**config.mk**
```make
export PLATFORM = sky130hd
export DESIGN_NAME = sata_crc_scrambler_flat
export DESIGN_NICKNAME = d
export VERILOG_FILES = /design/src/rtl/sata_crc_scrambler_if.sv /design/src/rtl/sata_crc_scrambler.sv /design/src/flat_wrapper.sv
export SDC_FILE = /design/constraint.sdc
export NUM_CORES = 1
export LEC_CHECK = 0
export ABC_AREA = 1
export CORE_MARGIN = 1
export CORE_UTILIZATION = 28
export DETAILED_ROUTE_END_ITERATION = 8
export GPL_TIMING_DRIVEN = 1
export SYNTH_ARGS = -nofsm -noshare
export SYNTH_HDL_FRONTEND = slang
export SYNTH_SLANG_ARGS = --single-unit
```
**constraint.sdc**
```tcl
create_clock -name clk_75m -period 6.5 [get_ports clk_75m]
set_input_delay 0.65 -clock clk_75m [delete_from_list [all_inputs] [get_ports clk_75m]]
set_output_delay 0.65 -clock clk_75m [all_outputs]
set_load 0.02 [all_outputs]
```
**src/rtl/sata_crc_scrambler_if.sv**
```systemverilog
// Link-layer bundle for sata_crc_scrambler: payload qualifier/data in, CRC and mask out.
// Optional CRC_FAULT_INJECT_EN adds the crc_fault control line.
interface sata_crc_scrambler_if;
  logic        data_valid;
  logic [31:0] data_in;
  logic [31:0] crc_out;
  logic [31:0] scrambler;

`ifdef CRC_FAULT_INJECT_EN
  logic        crc_fault;

  modport master (
    output data_valid, data_in, crc_fault,
    input  crc_out, scrambler
  );

  modport slave (
    input  data_valid, data_in, crc_fault,
    output crc_out, scrambler
  );
`else
  modport master (
    output data_valid, data_in,
    input  crc_out, scrambler
  );

  modport slave (
    input  data_valid, data_in,
    output crc_out, scrambler
  );
`endif
endinterface

```
**src/rtl/sata_crc_scrambler.sv**
```systemverilog
// SATA link-layer helper: running frame CRC-32 plus scrambler mask, one dword per qualified cycle.
// Optional macro CRC_FAULT_INJECT_EN: crc_fault inverts crc_out without touching state.
module sata_crc_scrambler #(
  parameter logic [31:0] C_CRC_INIT = 32'h5232_5032,
  parameter logic [31:0] C_CRC_POLY = 32'h04C1_1DB7,
  parameter logic [15:0] C_SCR_SEED = 16'hF0F6
) (
  input  logic                 clk_75m,
  input  logic                 crc_rst,
  sata_crc_scrambler_if.slave  bus
);

  logic [31:0] r_crc;
  logic [15:0] r_scr_state;
  logic [31:0] w_crc_next;
  logic [31:0] w_scr_mask;

  // Folding the dword into the register first lets 32 zero-input shifts replace
  // the per-bit data feedback; the loop unrolls into a flat XOR tree.
  function automatic logic [31:0] crc_dword(input logic [31:0] crc, input logic [31:0] data);
    logic [31:0] v;
    v = crc ^ data;
    // NOTE: blocking assignments are correct here; each iteration must see the previous one's result.
    for (int i = 0; i < 32; i++) begin
      v = {v[30:0], 1'b0} ^ (v[31] ? C_CRC_POLY : 32'h0);
    end
    return v;
  endfunction

  // State holds the 16 most recent sequence bits, bit 0 oldest; mask bit i is the
  // i-th newly generated bit, so the next state is simply mask[31:16].
  function automatic logic [31:0] scr_mask(input logic [15:0] state);
    logic [15:0] s;
    logic [31:0] m;
    logic        nb;
    s = state;
    m = '0;
    for (int i = 0; i < 32; i++) begin
      nb   = s[15] ^ s[13] ^ s[4] ^ s[0];
      m[i] = nb;
      s    = {nb, s[15:1]};
    end
    return m;
  endfunction

  assign w_crc_next = crc_dword(r_crc, bus.data_in);
  assign w_scr_mask = scr_mask(r_scr_state);

  always_ff @(posedge clk_75m) begin
    if (crc_rst) begin
      r_crc       <= C_CRC_INIT;
      r_scr_state <= C_SCR_SEED;
    end else if (bus.data_valid) begin
      r_crc       <= w_crc_next;
      r_scr_state <= w_scr_mask[31:16];
    end
  end

  assign bus.scrambler = w_scr_mask;

`ifdef CRC_FAULT_INJECT_EN
  assign bus.crc_out = r_crc ^ {32{bus.crc_fault}};
`else
  assign bus.crc_out = r_crc;
`endif

endmodule

```
**src/flat_wrapper.sv**
```systemverilog
// flat-port wrapper written by rule: the top's interface ports become plain ports
module sata_crc_scrambler_flat 
#(
  parameter logic [31:0] C_CRC_INIT = 32'h5232_5032,
  parameter logic [31:0] C_CRC_POLY = 32'h04C1_1DB7,
  parameter logic [15:0] C_SCR_SEED = 16'hF0F6
)
  (clk_75m, crc_rst, bus_data_valid, bus_data_in, bus_crc_out, bus_scrambler);
  sata_crc_scrambler_if bus_i ();
  input  logic clk_75m;
  input  logic crc_rst;
  input wire logic [$bits(bus_i.data_valid)-1:0] bus_data_valid;
  input wire logic [$bits(bus_i.data_in)-1:0] bus_data_in;
  output wire logic [$bits(bus_i.crc_out)-1:0] bus_crc_out;
  output wire logic [$bits(bus_i.scrambler)-1:0] bus_scrambler;
  assign bus_i.data_valid = bus_data_valid;
  assign bus_i.data_in = bus_data_in;
  assign bus_crc_out = bus_i.crc_out;
  assign bus_scrambler = bus_i.scrambler;
  sata_crc_scrambler #(.C_CRC_INIT(C_CRC_INIT), .C_CRC_POLY(C_CRC_POLY), .C_SCR_SEED(C_SCR_SEED)) u_core (.clk_75m(clk_75m), .crc_rst(crc_rst), .bus(bus_i));
endmodule
```
Word-level counts from Yosys, hierarchy flattened --
Index checks and enable logic that the tools add are counted.
Word-level totals: flip-flop bits (word level) 48, input bits 35, output and inout bits 64, word-level logic and storage cells 163
Operators by class: muxes and demuxes 32, bitwise logic cells 129
Operator list (count):
- 32-bit bitwise XOR | 33
- 27-bit two-way mux | 32
- 1-bit bitwise XOR | 96

Logic depth before layout (Yosys ltp) --
Gate-level depths: netlist of the first run.
word-level depth 96, depth in mapped cells 52, depth with buffers taken out 51

Least setup slack after synthesis of the first run --
No wires, ideal clock.
kind reg2out, start register u_core.r_scr_state[15], end output bus_scrambler[31], data arrival time 4.816 ns, data required time 5.850 ns, slack 1.034 ns, cell stages (with the launch flop) 47, buffers on the path 1, path through dfxtp_1 -> buf_2 -> xor2_1 -> nand2_1 -> nand2_4 -> nand2_2 -> nand2_2 -> nand2_2 -> nand2_4 -> nand2_1 -> nand2_1 -> nand3_2 -> nand2_2 -> nand2_2 -> nand2_4 -> nand3_2 -> nand2_2 -> nand2_4 -> [... 11 more ...] -> nand2_2 -> nand2_2 -> inv_2 -> nand2_2 -> nand2_2 -> nand2_2 -> nand3_1 -> nand2_1 -> nand2_1 -> nand2_2 -> inv_1 -> nand3_2 -> nand2_2 -> nand2_1 -> nand2_1 -> inv_1 -> nand3_1 -> nand2_1
Between the ends: word-level cells in the longest chain between the ends 96
RTL lines:
- from (decl) | line sata_crc_scrambler.sv:14 | logic [15:0] r_scr_state;
- from (signal assigned) | line sata_crc_scrambler.sv:55 | r_scr_state <= w_scr_mask[31:16];
- 1-bit bitwise XOR * (3 in a row) | line sata_crc_scrambler.sv:39 | nb = s[15] ^ s[13] ^ s[4] ^ s[0];
- net bus_scrambler[0] | line flat_wrapper.sv:15 | output wire logic [$bits(bus_i.scrambler)-1:0] bus_scrambler;
- 1-bit bitwise XOR * (3 in a row) | line sata_crc_scrambler.sv:39
- net bus_scrambler[1] | line flat_wrapper.sv:15
- 1-bit bitwise XOR * (3 in a row) | line sata_crc_scrambler.sv:39
- net bus_scrambler[2] | line flat_wrapper.sv:15
- 1-bit bitwise XOR (9 in a row) | line sata_crc_scrambler.sv:39
- 1-bit bitwise XOR * (3 in a row) | line sata_crc_scrambler.sv:39
- net bus_scrambler[6] | line flat_wrapper.sv:15
- [... 9 more ...]
- net bus_scrambler[9] | line flat_wrapper.sv:15
- [... 9 more ...]
- net bus_scrambler[12] | line flat_wrapper.sv:15
- [... 12 more ...]
- net bus_scrambler[16] | line flat_wrapper.sv:15
- [... 3 more ...]
- net bus_scrambler[17] | line flat_wrapper.sv:15
- [... 15 more ...]
- net bus_scrambler[22] | line flat_wrapper.sv:15
- 1-bit bitwise XOR (6 in a row) | line sata_crc_scrambler.sv:39
- 1-bit bitwise XOR * (3 in a row) | line sata_crc_scrambler.sv:39
- net bus_scrambler[25] | line flat_wrapper.sv:15
- 1-bit bitwise XOR (6 in a row) | line sata_crc_scrambler.sv:39
- 1-bit bitwise XOR * (3 in a row) | line sata_crc_scrambler.sv:39
- net bus_scrambler[28] | line flat_wrapper.sv:15
- 1-bit bitwise XOR (6 in a row) | line sata_crc_scrambler.sv:39
- 1-bit bitwise XOR * (3 in a row) | line sata_crc_scrambler.sv:39
- to (decl) | line flat_wrapper.sv:15
The timed path passes the listed nets; every way through them passes the cells marked *.

Worst setup path in the final report of the first run --
start register u_core.r_scr_state[7], end output bus_scrambler[31]
Between the ends: word-level cells in the longest chain between the ends 86
RTL lines (line):
- 1-bit bitwise XOR (85 in a row) | sata_crc_scrambler.sv:39
- 1-bit bitwise XOR * | sata_crc_scrambler.sv:39
Mark *: on every way between the ends. The rest lies on a longest branch, timed or not.

==> reports/qor.csv, run 1 <==
metric;value;unit
final_common_cell;xor2_1;
synth_area_per_cell;7.47;um2
core;0.0227;mm2
grt_pass1_wl;29400;um
r2r_setup_slack;1.33;ns
grt_pass1_vias;5358;
clock-sinks;48;
dr_total_vias;5615;
fin_crit;5.97;ns
routed_via_density;4.44;
critical_path.startpoint;u_core.r_scr_state[7];
drc_errors;0;
cpMaxStageDelayCell;dfxtp_1;
n_fill_cell;2412;
drive_gt1_share;15.5;%
hold_path.startpoint;u_core.r_scr_state[2];
hp-class;reg -> reg;
hold_end;u_core.r_scr_state[2];
antenna_cells;0;
synth-edff-count;0;
synthArstFlopShare;0;%
netlist_area;0.00649;mm2
rsz0062_at_grt;no;
cp.required;5.85;ns
path_class;reg -> out;
crit_path_frequent_cell;nand2_2;
htreeDepth;2;
clk_pin_slew;0.07;ns
start_util;28.6;%
grt_overflow_total;0;
std_cell_rows;55;
reg2reg_to;u_core.r_scr_state[14];
tightest_slew;1.03;ns
dr.first_iter.drc_count;220;
drv_cap;0;
setup_viol;0;
die_y;154;um
antenna_found_initial;0;
critPathCaptureType;output port;
grtUsageTotal;16.0;%
max_freq;0.167;GHz
finalMaxSlewViolations;0;
cp_data_arrival_time;5.32;ns
synth_top_cell_area_share;26.7;%
ys_ff_latch;48;
status;completed;
hpwlAfterDp;16000;um
cts_buffer_depth;2;
drt_first_pass_iters;6;
clk_latency;0.31;ns
clk_root_buffer_cell;clkbuf_16;
area_delta_synth_final;25.5;%
grt_max_degree;60;
io_pins;99;
fp.dieW;154;um
synth_nets;904;
synth_area_leader_cell;xor2_1;
cts_inserted_buffers;5;
place_congestion;0.912;
tns;0;ns
rr_startpoint;u_core.r_scr_state[7];
cts_tree;done;
crit_fanout;6;
final_nets;1015;
start_kind;flip-flop;
cp_slowest_stage_delay;0.47;ns
whs_path_depth;2;
synthCells;869;
slew_headroom;31.2;%
ys_seq_area_share;14.8;%
synth.distinct_cells;29;
dieArea;0.0238;mm2
avgRoutedWirePerCell;15.0;um
yosys_most_used_dff;dfxtp_1;
cts_hold_buf;0;
finClkSkew;0.00722;ns
drt_wl_total;18900;um
synth-warning-count;0;
synthTopCellsByArea;xor2_1 (27%), xnor2_1 (15%), dfxtp_1 (15%);
io_buffers;98;
final_cell_mix;xor2_1 (198), nand2_1 (128), xnor2_1 (113), clkdlybuf4s50_1 (93), inv_1 (87);
reg2regPathDepth;42;
antenna_left;0;
hold_violations;0;
finalCritPeriodShare;91.9;%
==> flip-flops by register name, indices dropped and copies added (netlist names) <==
register            cells
u_core.bus.crc_out     32
u_core.r_scr_state     16
==> stage by stage <==
step | utilization (%) | worst slack, ns | hold slack (ns) | instances | cell area, um2
after floorplan | - | 1.03 | 0.470 | 869 | 6490
after global placement | 34.9 | 0.243 | 0.490 | 1258 | 7920
after detailed placement | 34.9 | 0.258 | 0.495 | 1258 | 7920
after CTS | 35.7 | 0.00787 | 0.508 | 1266 | 8120
after global routing | 35.9 | 0.0129 | 0.559 | 1266 | 8150
final | 35.9 | 0.530 | 0.504 | 1266 | 8150
==> how the worst max path moves through the flow <==
stage | to | slack [ns]
after floorplan | bus_scrambler[31] | 1.03
after global placement | bus_scrambler[31] | 0.24
after detailed placement | bus_scrambler[31] | 0.26
after CTS | bus_scrambler[31] | 0.008
after global routing | bus_scrambler[31] | 0.01
final | bus_scrambler[31] | 0.53
==> timing repair <==
action	4_1_cts	5_1_grt
setup buffers	0	0
resized for setup	1	9
gates cloned	0	0
setup endpoints to repair	2	5
==> cell type report <==
type	instances	area, um2	area share, %
tap	285	357	4.38
clock inverter	3	68.8	0.845
timing repair buffer	119	1140	13.9
multi-input combinational	707	5120	62.9
inverter	99	372	4.56
clock buffer	5	125	1.54
sequential	48	962	11.8
==> routing by layer <==
metal	vias up	GRT usage [%]	routed length, um
li1	2911	-	-
met1	2570	21.0	9050
met2	115	27.8	8990
met3	19	2.10	633
met4	0	3.11	260
met5	-	0	0
==> synth_stat cells, types with 2 or more instances <==
master    count
a21oi_1      29
buf_1         2
buf_2         3
clkbuf_1     10
dfxtp_1      48
inv_1        87
inv_2        11
nand2_1     129
nand2_2      50
nand2_4      16
nand3_1      65
nand3_2      17
nand3_4       2
nand3b_1      2
nor2_1       16
o211ai_1     17
o21ai_0      24
o221ai_1      3
or2_1         2
or2_2         3
xnor2_1     114
xnor2_2       9
xor2_1      198
xor2_2        7
==> worst max-delay path: cells and delay by family, from the launching register on <==
family | cells | cell delay (ns)
flops | 1 | 0.47
buf+inv | 3 | 0.36
xor+xnor | 1 | 0.24
simple gates | 38 | 3.97
==> cell families after synthesis <==
group	synth area share, %
DFF	14.8
xor gates and xnor gates	47.0
buffers and inverters	6.65
AOI/OAI and AO/OA	6.46
and+or+nand+nor	25.1
Power of run 1 is left out: the tool's default activity adds up to more than one toggle a clock period on the data nets, which glitch-free logic cannot reach.
==> run 2: changes to the inputs <==
--- a/config.mk
+++ b/config.mk
@@ -6,9 +6,10 @@
 export NUM_CORES = 1
 export LEC_CHECK = 0
 export ABC_AREA = 1
-export CORE_MARGIN = 1
+export CORE_ASPECT_RATIO = 0.75
 export CORE_UTILIZATION = 28
 export DETAILED_ROUTE_END_ITERATION = 8
+export GPL_ROUTABILITY_DRIVEN = 0
 export GPL_TIMING_DRIVEN = 1
 export SYNTH_ARGS = -nofsm -noshare
 export SYNTH_HDL_FRONTEND = slang
==> run 2 against run 1 <==
  * Critical path depth shrank 2
  * Via count grew 3.7%
  * Cell count is 0.95% higher
  * Worst hold slack lost 0.0048 ns
  * Highest routed layer unchanged
  * Sequential share of layout area rose by 0.060 points
  * Non-clock buffer count grew 3
  * Cell area hardly changed
  * Count of clock-buffer cells in the layout increased by 1
==> reports/qor.csv, run 2 (synthesized netlist as in run 1, its figures left out) <==
metric;value;unit
status;completed;
drt_first_pass_iters;7;
cpMaxStageDelayCell;clkdlybuf4s50_1;
cts_buffer_depth;2;
start_kind;flip-flop;
core;0.0224;mm2
drt_wl_total;20700;um
grt_overflow_total;0;
dieArea;0.0238;mm2
n_fill_cell;2305;
clk_root_buffer_cell;clkbuf_16;
clk_pin_slew;0.06;ns
hpwlAfterDp;17100;um
dr_total_vias;5821;
drc_errors;0;
final_nets;1018;
cp_data_arrival_time;5.34;ns
hold_path.startpoint;u_core.r_scr_state[2];
clk_latency;0.29;ns
finClkSkew;0.00855;ns
htreeDepth;2;
place_area;0.00794;mm2
io_buffers;98;
grt_pass1_vias;5227;
critPathCaptureType;output port;
rr_startpoint;u_core.r_scr_state[7];
hp-class;reg -> reg;
slew_headroom;38.9;%
hold_violations;0;
hold_end;u_core.r_scr_state[2];
path_class;reg -> out;
die_y;134;um
area_delta_synth_final;25.5;%
worst_slack;0.513;ns
final_cell_mix;xor2_1 (198), nand2_1 (128), xnor2_1 (113), clkdlybuf4s50_1 (94), inv_1 (87);
grt_pass1_wl;31100;um
r2r_setup_slack;1.47;ns
dr.first_iter.drc_count;576;
reg2regPathDepth;46;
setup_viol;0;
avgRoutedWirePerCell;16.2;um
cp.required;5.85;ns
io_pins;99;
std_cell_rows;47;
fin_crit;5.99;ns
antenna_found_initial;0;
reg2reg_to;u_core.r_scr_state[15];
finalMaxSlewViolations;0;
tightest_slew;0.916;ns
drive_gt1_share;16.3;%
grt_max_degree;60;
finalCritPeriodShare;92.1;%
cts_tree;done;
largest_reg_flops;32;
dp_slack;0.281;ns
final_common_cell;xor2_1;
fin_area;0.00815;mm2
max_freq;0.167;GHz
cp_slowest_stage_delay;0.61;ns
holdWs;0.500;ns
routed_via_density;4.55;
start_util;29.0;%
whs_path_depth;2;
dp_cells;1268;
grtUsageTotal;17.3;%
fp.dieW;178;um
crit_fanout;6;
crit_path_frequent_cell;nand2_2;
antenna_left;0;
instances_no_fill;1278;
cts_inserted_buffers;5;
antenna_cells;0;
drv_cap;0;
clock-sinks;48;
## run 2: cell count changes in the layout (fill, tap and decap cells not counted), sizes merged
cell,previous run,this run
clkdlybuf4s50,93,94
inv,99,98
clkinv,1,3
dlymetal6s2s,3,2
bufinv,2,0
buf,22,26
## run 2: layer usage
metal / vias up / GRT usage [%] / wire length [um]
met4: 0 / 2.04 / 114
met2: 212 / 21.1 / 7240
met5: - / 0 / 0
li1: 2921 / - / -
met1: 2677 / 30.1 / 11700
met3: 11 / 2.58 / 1620
## run 2: layout make-up
type	instances	area (um2)	area share [%]
clock inverter	2	10.0	0.123
sequential	48	967	11.9
tap	294	368	4.52
timing repair buffer	122	1160	14.2
multi-input combinational	707	5130	63.0
clock buffer	6	139	1.70
inverter	99	372	4.56
## run 2: worst max path at each step
stage | from | end | slack (ns) | depth (start not counted)
6_report | u_core.r_scr_state[7] | bus_scrambler[28] | 0.51 | 40
5_1_grt | u_core.r_scr_state[15] | bus_scrambler[28] | -0.005 | 43
4_1_cts | u_core.r_scr_state[15] | bus_scrambler[30] | 0.05 | 43
3_5_place_dp | u_core.r_scr_state[15] | bus_scrambler[31] | 0.28 | 45
3_3_place_gp | u_core.r_scr_state[15] | bus_scrambler[31] | 0.25 | 45
2_1_floorplan | u_core.r_scr_state[15] | bus_scrambler[31] | 1.03 | 46
## run 2: per-stage QoR
stage / setup TNS, ns / util [%]
4_1_cts: 0 / 36.1
3_5_place_dp: 0 / 35.4
3_3_place_gp: 0 / 35.4
5_1_grt: -0.00471 / 36.4
6_report: 0 / 36.4
2_1_floorplan: 0 / -
## run 2: repair_timing
| action | in CTS | in global routing |
|---|---|---|
| resized for setup | 1 | 16 |
| setup endpoints to repair | 1 | 5 |
| cloned | 0 | 0 |
| hold buffers | 0 | 0 |
| buffers inserted | 0 | 2 |
| pin swaps | 0 | 2 |
## run 2: worst max-delay path, delay by kind of cell, from the launching register on
family,cells,cell delay [ns]
xor+xnor,1,0.22
simple gates,37,3.64
flops,1,0.45
buf+inv,2,0.69
Power of run 2 is left out for the same reason.
